[config.mk]
export PLATFORM = sky130hd
export DESIGN_NAME = gcd_dispatch
export DESIGN_NICKNAME = d
export VERILOG_FILES = /design/src/rtl/gcd_dispatch.sv
export SDC_FILE = /design/constraint.sdc
export NUM_CORES = 1
export LEC_CHECK = 0
export CAP_MARGIN = 20
export CORE_ASPECT_RATIO = 1.25
export CORE_MARGIN = 5
export CORE_UTILIZATION = 35
export DETAILED_ROUTE_END_ITERATION = 16
export PLACE_DENSITY = 0.59
export SYNTH_ARGS = -nofsm -noshare
export SYNTH_HDL_FRONTEND = slang
export SYNTH_SLANG_ARGS = --single-unit
[constraint.sdc]
create_clock -name clk_i -period 1.8 [get_ports clk_i]
set_input_delay 0.27 -clock clk_i [delete_from_list [all_inputs] [get_ports clk_i]]
set_output_delay 0.27 -clock clk_i [all_outputs]
set_load 0.02 [all_outputs]
[src/rtl/gcd_dispatch.sv]
// Operand dispatcher for the gcd core: buffers operand pairs in a FIFO, issues one
// pair at a time as a single-cycle pulse, and returns each result with its operands.
module gcd_dispatch #(
    parameter int WIDTH = 8,
    parameter int DEPTH = 4
) (
    input  logic                     clk_i,
    input  logic                     reset_i,
    input  logic                     in_valid_i,
    output logic                     in_ready_o,
    input  logic [WIDTH-1:0]         in_a_i,
    input  logic [WIDTH-1:0]         in_b_i,
    output logic                     core_valid_o,
    output logic [WIDTH-1:0]         core_a_o,
    output logic [WIDTH-1:0]         core_b_o,
    input  logic                     core_done_i,
    input  logic [WIDTH-1:0]         core_gcd_i,
    output logic                     out_valid_o,
    input  logic                     out_ready_i,
    output logic [WIDTH-1:0]         out_a_o,
    output logic [WIDTH-1:0]         out_b_o,
    output logic [WIDTH-1:0]         out_gcd_o,
    output logic [$clog2(DEPTH):0]   count_o
);

    localparam int AW = $clog2(DEPTH);
    localparam int CW = AW + 1;

    localparam logic [1:0] S_IDLE  = 2'd0;
    localparam logic [1:0] S_ISSUE = 2'd1;
    localparam logic [1:0] S_WAIT  = 2'd2;
    localparam logic [1:0] S_HOLD  = 2'd3;

    // Handshakes: a transfer happens on a rising clk_i edge where valid and ready are
    // both high; valid never waits on ready, and payload is held while valid && !ready.

    logic [WIDTH-1:0] mem_a_q [DEPTH];
    logic [WIDTH-1:0] mem_b_q [DEPTH];
    logic [AW-1:0]    wr_ptr_q, wr_ptr_d;
    logic [AW-1:0]    rd_ptr_q, rd_ptr_d;
    logic [CW-1:0]    count_q, count_d;
    logic [1:0]       state_q, state_d;
    logic             done_q;
    logic [WIDTH-1:0] fl_a_q, fl_b_q;
    logic [WIDTH-1:0] out_a_q, out_b_q, out_gcd_q;

    logic push, pop, capture;
    logic [WIDTH-1:0] head_a, head_b;

    assign head_a     = mem_a_q[rd_ptr_q];
    assign head_b     = mem_b_q[rd_ptr_q];
    // Registered count only, so a full FIFO stays closed even in the cycle it pops.
    assign in_ready_o = (count_q < CW'(DEPTH));
    assign push       = in_valid_i && in_ready_o;
    assign pop        = (state_q == S_ISSUE);
    assign capture    = (state_q == S_WAIT) && core_done_i && !done_q;

    assign core_valid_o = (state_q == S_ISSUE);
    assign core_a_o     = (state_q == S_ISSUE) ? head_a : '0;
    assign core_b_o     = (state_q == S_ISSUE) ? head_b : '0;
    assign out_valid_o  = (state_q == S_HOLD);
    assign out_a_o      = out_a_q;
    assign out_b_o      = out_b_q;
    assign out_gcd_o    = out_gcd_q;
    assign count_o      = count_q;

    always_comb begin
        wr_ptr_d = wr_ptr_q;
        rd_ptr_d = rd_ptr_q;
        count_d  = count_q;
        if (push) begin
            wr_ptr_d = wr_ptr_q + AW'(1);
        end
        if (pop) begin
            rd_ptr_d = rd_ptr_q + AW'(1);
        end
        case ({push, pop})
            2'b10:   count_d = count_q + CW'(1);
            2'b01:   count_d = count_q - CW'(1);
            default: count_d = count_q;
        endcase
    end

    always_comb begin
        state_d = state_q;
        case (state_q)
            S_IDLE:  if (count_q != '0) state_d = S_ISSUE;
            S_ISSUE: state_d = S_WAIT;
            S_WAIT:  if (capture) state_d = S_HOLD;
            S_HOLD:  if (out_ready_i) state_d = (count_q != '0) ? S_ISSUE : S_IDLE;
            default: state_d = S_IDLE;
        endcase
    end

    // Storage is not reset; the pointers alone define which entries are live.
    always_ff @(posedge clk_i) begin
        if (push) begin
            mem_a_q[wr_ptr_q] <= in_a_i;
            mem_b_q[wr_ptr_q] <= in_b_i;
        end
    end

    always_ff @(posedge clk_i or posedge reset_i) begin
        if (reset_i) begin
            wr_ptr_q  <= '0;
            rd_ptr_q  <= '0;
            count_q   <= '0;
            state_q   <= S_IDLE;
            done_q    <= 1'b0;
            fl_a_q    <= '0;
            fl_b_q    <= '0;
            out_a_q   <= '0;
            out_b_q   <= '0;
            out_gcd_q <= '0;
        end else begin
            wr_ptr_q <= wr_ptr_d;
            rd_ptr_q <= rd_ptr_d;
            count_q  <= count_d;
            state_q  <= state_d;
            done_q   <= core_done_i;
            if (pop) begin
                fl_a_q <= head_a;
                fl_b_q <= head_b;
            end
            if (capture) begin
                out_a_q   <= fl_a_q;
                out_b_q   <= fl_b_q;
                out_gcd_q <= core_gcd_i;
            end
        end
    end

endmodule

==> results.md <==
| Group | Result | Reported |
| --- | --- | --- |
| layout | Synth-to-layout area growth | 42.3% |
| setup path | Worst setup SP type | flip-flop |
| floorplan | Cell Rows | 46 |
| global routing | Tot GR Track Use | 12.2% |
| floorplan | Die height | 138 um |
| timing | TNS Setup | -4.11 ns |
| power | Static leakage power | 0.00260 uW |
| global routing | Aggregate global routing overflow | 0 |
| setup path | Highest net fanout along the worst path | 6 |
| timing | Fmax | 478 MHz |
| synthesis | Number of enable flip-flop cells after synthesis | 64 |
| timing | Number of slew-limit violations in the final report | 0 |
| timing | Crit path time final | 2.09 ns |
| power | Proportion of power drawn by the clock network | 27.5% |
| power | Net switching component of the power | 3680 uW |
| synthesis | Most frequently used cell type in the post-synthesis netlist | sky130_fd_sc_hd__edfxtp_1 |
| drt | Residual DRC | 0 |
| timing | Hold Violations, Final | 0 |
| power | IR Drop Worst-Case VDD | 0.708 mV |
| drt | First-pass iteration count of the detailed router | 6 |
| timing | Measured slew at the worst slew-check pin | 0.406 ns |
| setup path | Kind of end point of the critical path | output port |
| setup path | Startpoint-to-endpoint class of the critical path | reg2out |
| setup path | Biggest cell delay along the critical path | 0.55 ns |
| power | Sw Share | 29.9% |
| layout | Antenna cell count | 0 |
| floorplan | Initial core utilization | 36.0% |
| cts | CTS buffer count | 17 |
| drt | Ratio of routed vias to standard cells | 4.54 |
| timing | Unrepaired setup endpoints after global routing | true |
| synthesis | Synth warn | 0 |
| timing | Hold Slack | 0.255 ns |
| setup path | Max stage delay cell, worst path | sky130_fd_sc_hd__mux4_2 |
| synthesis | Biggest area contributors in the synthesized netlist | sky130_fd_sc_hd__edfxtp_1 (42%), sky130_fd_sc_hd__dfrtp_1 (27%), sky130_fd_sc_hd__mux2_2 (8.1%), sky130_fd_sc_hd__mux4_1 (4.6%), sky130_fd_sc_hd__mux4_2 (3.9%) |
| cts | Deepest clock path buffer count | 2 |
| cts | H-Tree Depth | 4 |
| cts | Clk Latency, worst-skew pair | 0.41 ns |
| cts | Num Clock Sinks | 114 |
| cts | Library cell used as clock root buffer | sky130_fd_sc_hd__clkbuf_16 |
| synthesis | Count of different cell masters after synthesis | 29 |
| synthesis | Most used flip-flop cell after synthesis | sky130_fd_sc_hd__edfxtp_1 |
| setup path | Most frequent CP cell | sky130_fd_sc_hd__buf_6 |
| power | Share of total power in combinational logic | 40.5% |
| setup path | Crit path cell chain | buf_6 -> mux4_2 -> and2_4 -> buf_6 |
| global routing | Global-route wire length before repair | 14700 um |
| job | Max_cap viols | 0 |
| global routing | Largest net degree at the start of global routing | 51 |
| synthesis | Mapped Avg Cell Area | 18.8 um^2 |
| synthesis | Number of standard cells after synthesis | 244 |
| layout | Number of cells in the finished layout apart from fillers | 550 |
| synthesis | Portion of synthesized cell area occupied by the leading cell type | 41.8% |
| synthesis | Netlist area before placement | 4600 um^2 |
| cts | TritonCTS clock tree | done |
| placement | GPL Wtd Cong | 0.692 |
| timing | Remaining max-slew budget at the tightest pin | 72.9% |
| timing | Worst Slack Setup Final | -0.293 ns |
| synthesis | Number of storage elements in the synthesis netlist | 114 |
| floorplan | Die Footprint | 15500 um^2 |
| global routing | Vias in the first global route | 2777 |
| synthesis | Syn Nets | 284 |
| synthesis | Async set-or-reset flop fraction in the synthesized netlist | 43.9% |
| cts | Clock-pin slew of the registers on the worst-case setup and hold paths | 0.05 ns |
| placement | Post-detail-place hpwl | 6180 um |
| global routing | Antenna violations before repair | 0 |
| layout | Final nets | 409 |
| placement | Number of port buffers | 74 |
| power | Part of the power in registers | 32.1% |
| floorplan | I/O Pins | 75 |
| setup path | Data required time at the worst endpoint | 1.53 ns |
| placement | Cells after DPL | 511 |
| layout | Fraction of layout cells with a size suffix above 1 | 45.0% |
| power | Power Internal | 8640 uW |
| outcome | Violations in the final reports | setup timing |
| drt | Count of vias placed by the detailed router | 2498 |
| timing | Number of setup violations in the final report | 16 |
| synthesis | Yosys top cell by area | sky130_fd_sc_hd__edfxtp_1 |
| drt | Iteration-0 DRC Markers | 79 |
| outcome | Status | finished, violations left |
| timing | Fraction of the cycle the final worst path needs | 116% |
| floorplan | Placeable core region | 12800 um^2 |
| worst hold path | Worst hold path type | in2async |
| drt | Overall routed net length | 8800 um |
| timing | Clock skew after layout | 0.00451 ns |
| floorplan | Horizontal die dimension | 113 um |
| synthesis | Share of the yosys chip area belonging to registers | 69.0% |
| power | Power per Cell Area | 1880 nW/um^2 |
| cts | Post-cts hold buffer count | 0 |
| drt | Average wire per cell in the routed design | 16.0 um |
| setup path | Data arrival time of the worst path | 1.82 ns |
| synthesis | Top post-synthesis cells by count | sky130_fd_sc_hd__edfxtp_1 (64), sky130_fd_sc_hd__dfrtp_1 (50), sky130_fd_sc_hd__mux2_2 (33) |
| drt | Post-DRT Antenna Nets | 0 |
per-stage QoR:
step / util (%) / setup slack, ns / total power [uW] / instance area (um^2)
after floorplan: - / 0.00768 / 6590 / 4600
after global placement: 45.4 / -0.313 / 8480 / 5800
after detailed placement: 45.4 / -0.319 / 8580 / 5800
after CTS: 51.0 / -0.314 / 12400 / 6520
after global routing: 51.2 / -0.348 / 13000 / 6540
final: 51.2 / -0.293 / 12300 / 6540
timing repair:
action | in CTS | in global routing
buffers inserted | 4 | 2
endpoints found under the setup margin | 20 | 19
gates cloned | 1 | 0
endpoints found under the hold margin | 0 | 0
pin swaps | 17 | 3
gates resized for setup | 133 | 4
cell families after synthesis:
logic type,synth area share (%)
xor gates and xnor gates,1.14
AOI/OAI and AO/OA,0.898
and+or+nand+nor,3.95
adders and majority gates,3.16
DFF,69.0
muxes,19.4
buffers and inverters,2.45
critical path: cells and delay by family, from the launching register on:
kind	cells	cell delay (ns)
buf+inv	2	0.28
simple gates	1	0.17
flops	1	0.41
mux	1	0.55
final timing paths:
kind / to / slack, ns / cells past startpoint / startpoint
max: core_a_o[6] / -0.29 / 4 / rd_ptr_q[0]
min: state_q[0] / 0.25 / 3 / reset_i
max reg2reg: fl_b_q[1] / 0.08 / 5 / rd_ptr_q[0]
min reg2reg: fl_a_q[4] / 0.50 / 1 / fl_a_q[4]
max in group asynchronous: out_a_o[7] / 1.32 / 3 / reset_i
min in group clk_i: done_q / 0.38 / 1 / core_done_i
routing by layer:
metal	track usage (%)	part of all wire, %
met2	21.1	54
met1	13.8	40
met3	4.50	3.9
met4	4.56	1.6
met5	0	0
state kept, by name (all words and copies together) (netlist names):
name,cells
out_a_o,8
wr_ptr_q,2
fl_a_q,8
done_q,1
count_o,3
state_q,2
mem_b_q,32
fl_b_q,8
out_b_o,8
rd_ptr_q,2
out_gcd_o,8
mem_a_q,32
cells in the final DEF, fill, tap and decap left out, types with 2 or more instances in the layout:
cell and n:
sky130_fd_sc_hd__edfxtp_1 64, sky130_fd_sc_hd__clkdlybuf4s50_1 55, sky130_fd_sc_hd__dfrtp_1 50, sky130_fd_sc_hd__buf_4 35, sky130_fd_sc_hd__mux2_2 33, sky130_fd_sc_hd__buf_6 19, sky130_fd_sc_hd__clkbuf_16 17, sky130_fd_sc_hd__mux4_2 16
sky130_fd_sc_hd__and2_4 16, sky130_fd_sc_hd__inv_1 9, sky130_fd_sc_hd__mux2_4 8, sky130_fd_sc_hd__ha_1 6, sky130_fd_sc_hd__clkinvlp_4 5, sky130_fd_sc_hd__xnor2_1 4, sky130_fd_sc_hd__and2_1 4, sky130_fd_sc_hd__buf_12 4
sky130_fd_sc_hd__bufinv_16 3, sky130_fd_sc_hd__clkinv_4 3, sky130_fd_sc_hd__inv_6 3, sky130_fd_sc_hd__nand2_1 2, sky130_fd_sc_hd__xor2_1 2, sky130_fd_sc_hd__a222oi_1 2, sky130_fd_sc_hd__inv_2 2, sky130_fd_sc_hd__ha_2 2
sky130_fd_sc_hd__ha_4 2
power groups by stage:
stage	registers, uW	logic, uW	clock network [uW]
2_1_floorplan	4280	2310	0
3_3_place_gp	3960	4520	0
3_5_place_dp	3990	4600	0
4_1_cts	3960	5010	3470
5_1_grt	4050	5350	3600
6_report	3950	4990	3390
cell type report:
cell class / count / area [um^2]
Sequential cell: 114 / 3170
Multi-Input combinational cell: 108 / 1350
Tap cell: 168 / 210
Timing Repair Buffer: 117 / 1160
Inverter: 11 / 41.3
Fill cell: 1102 / 6230
Clock buffer: 18 / 429
Clock inverter: 14 / 180
Note: power is estimated with default switching activity, not from simulation.
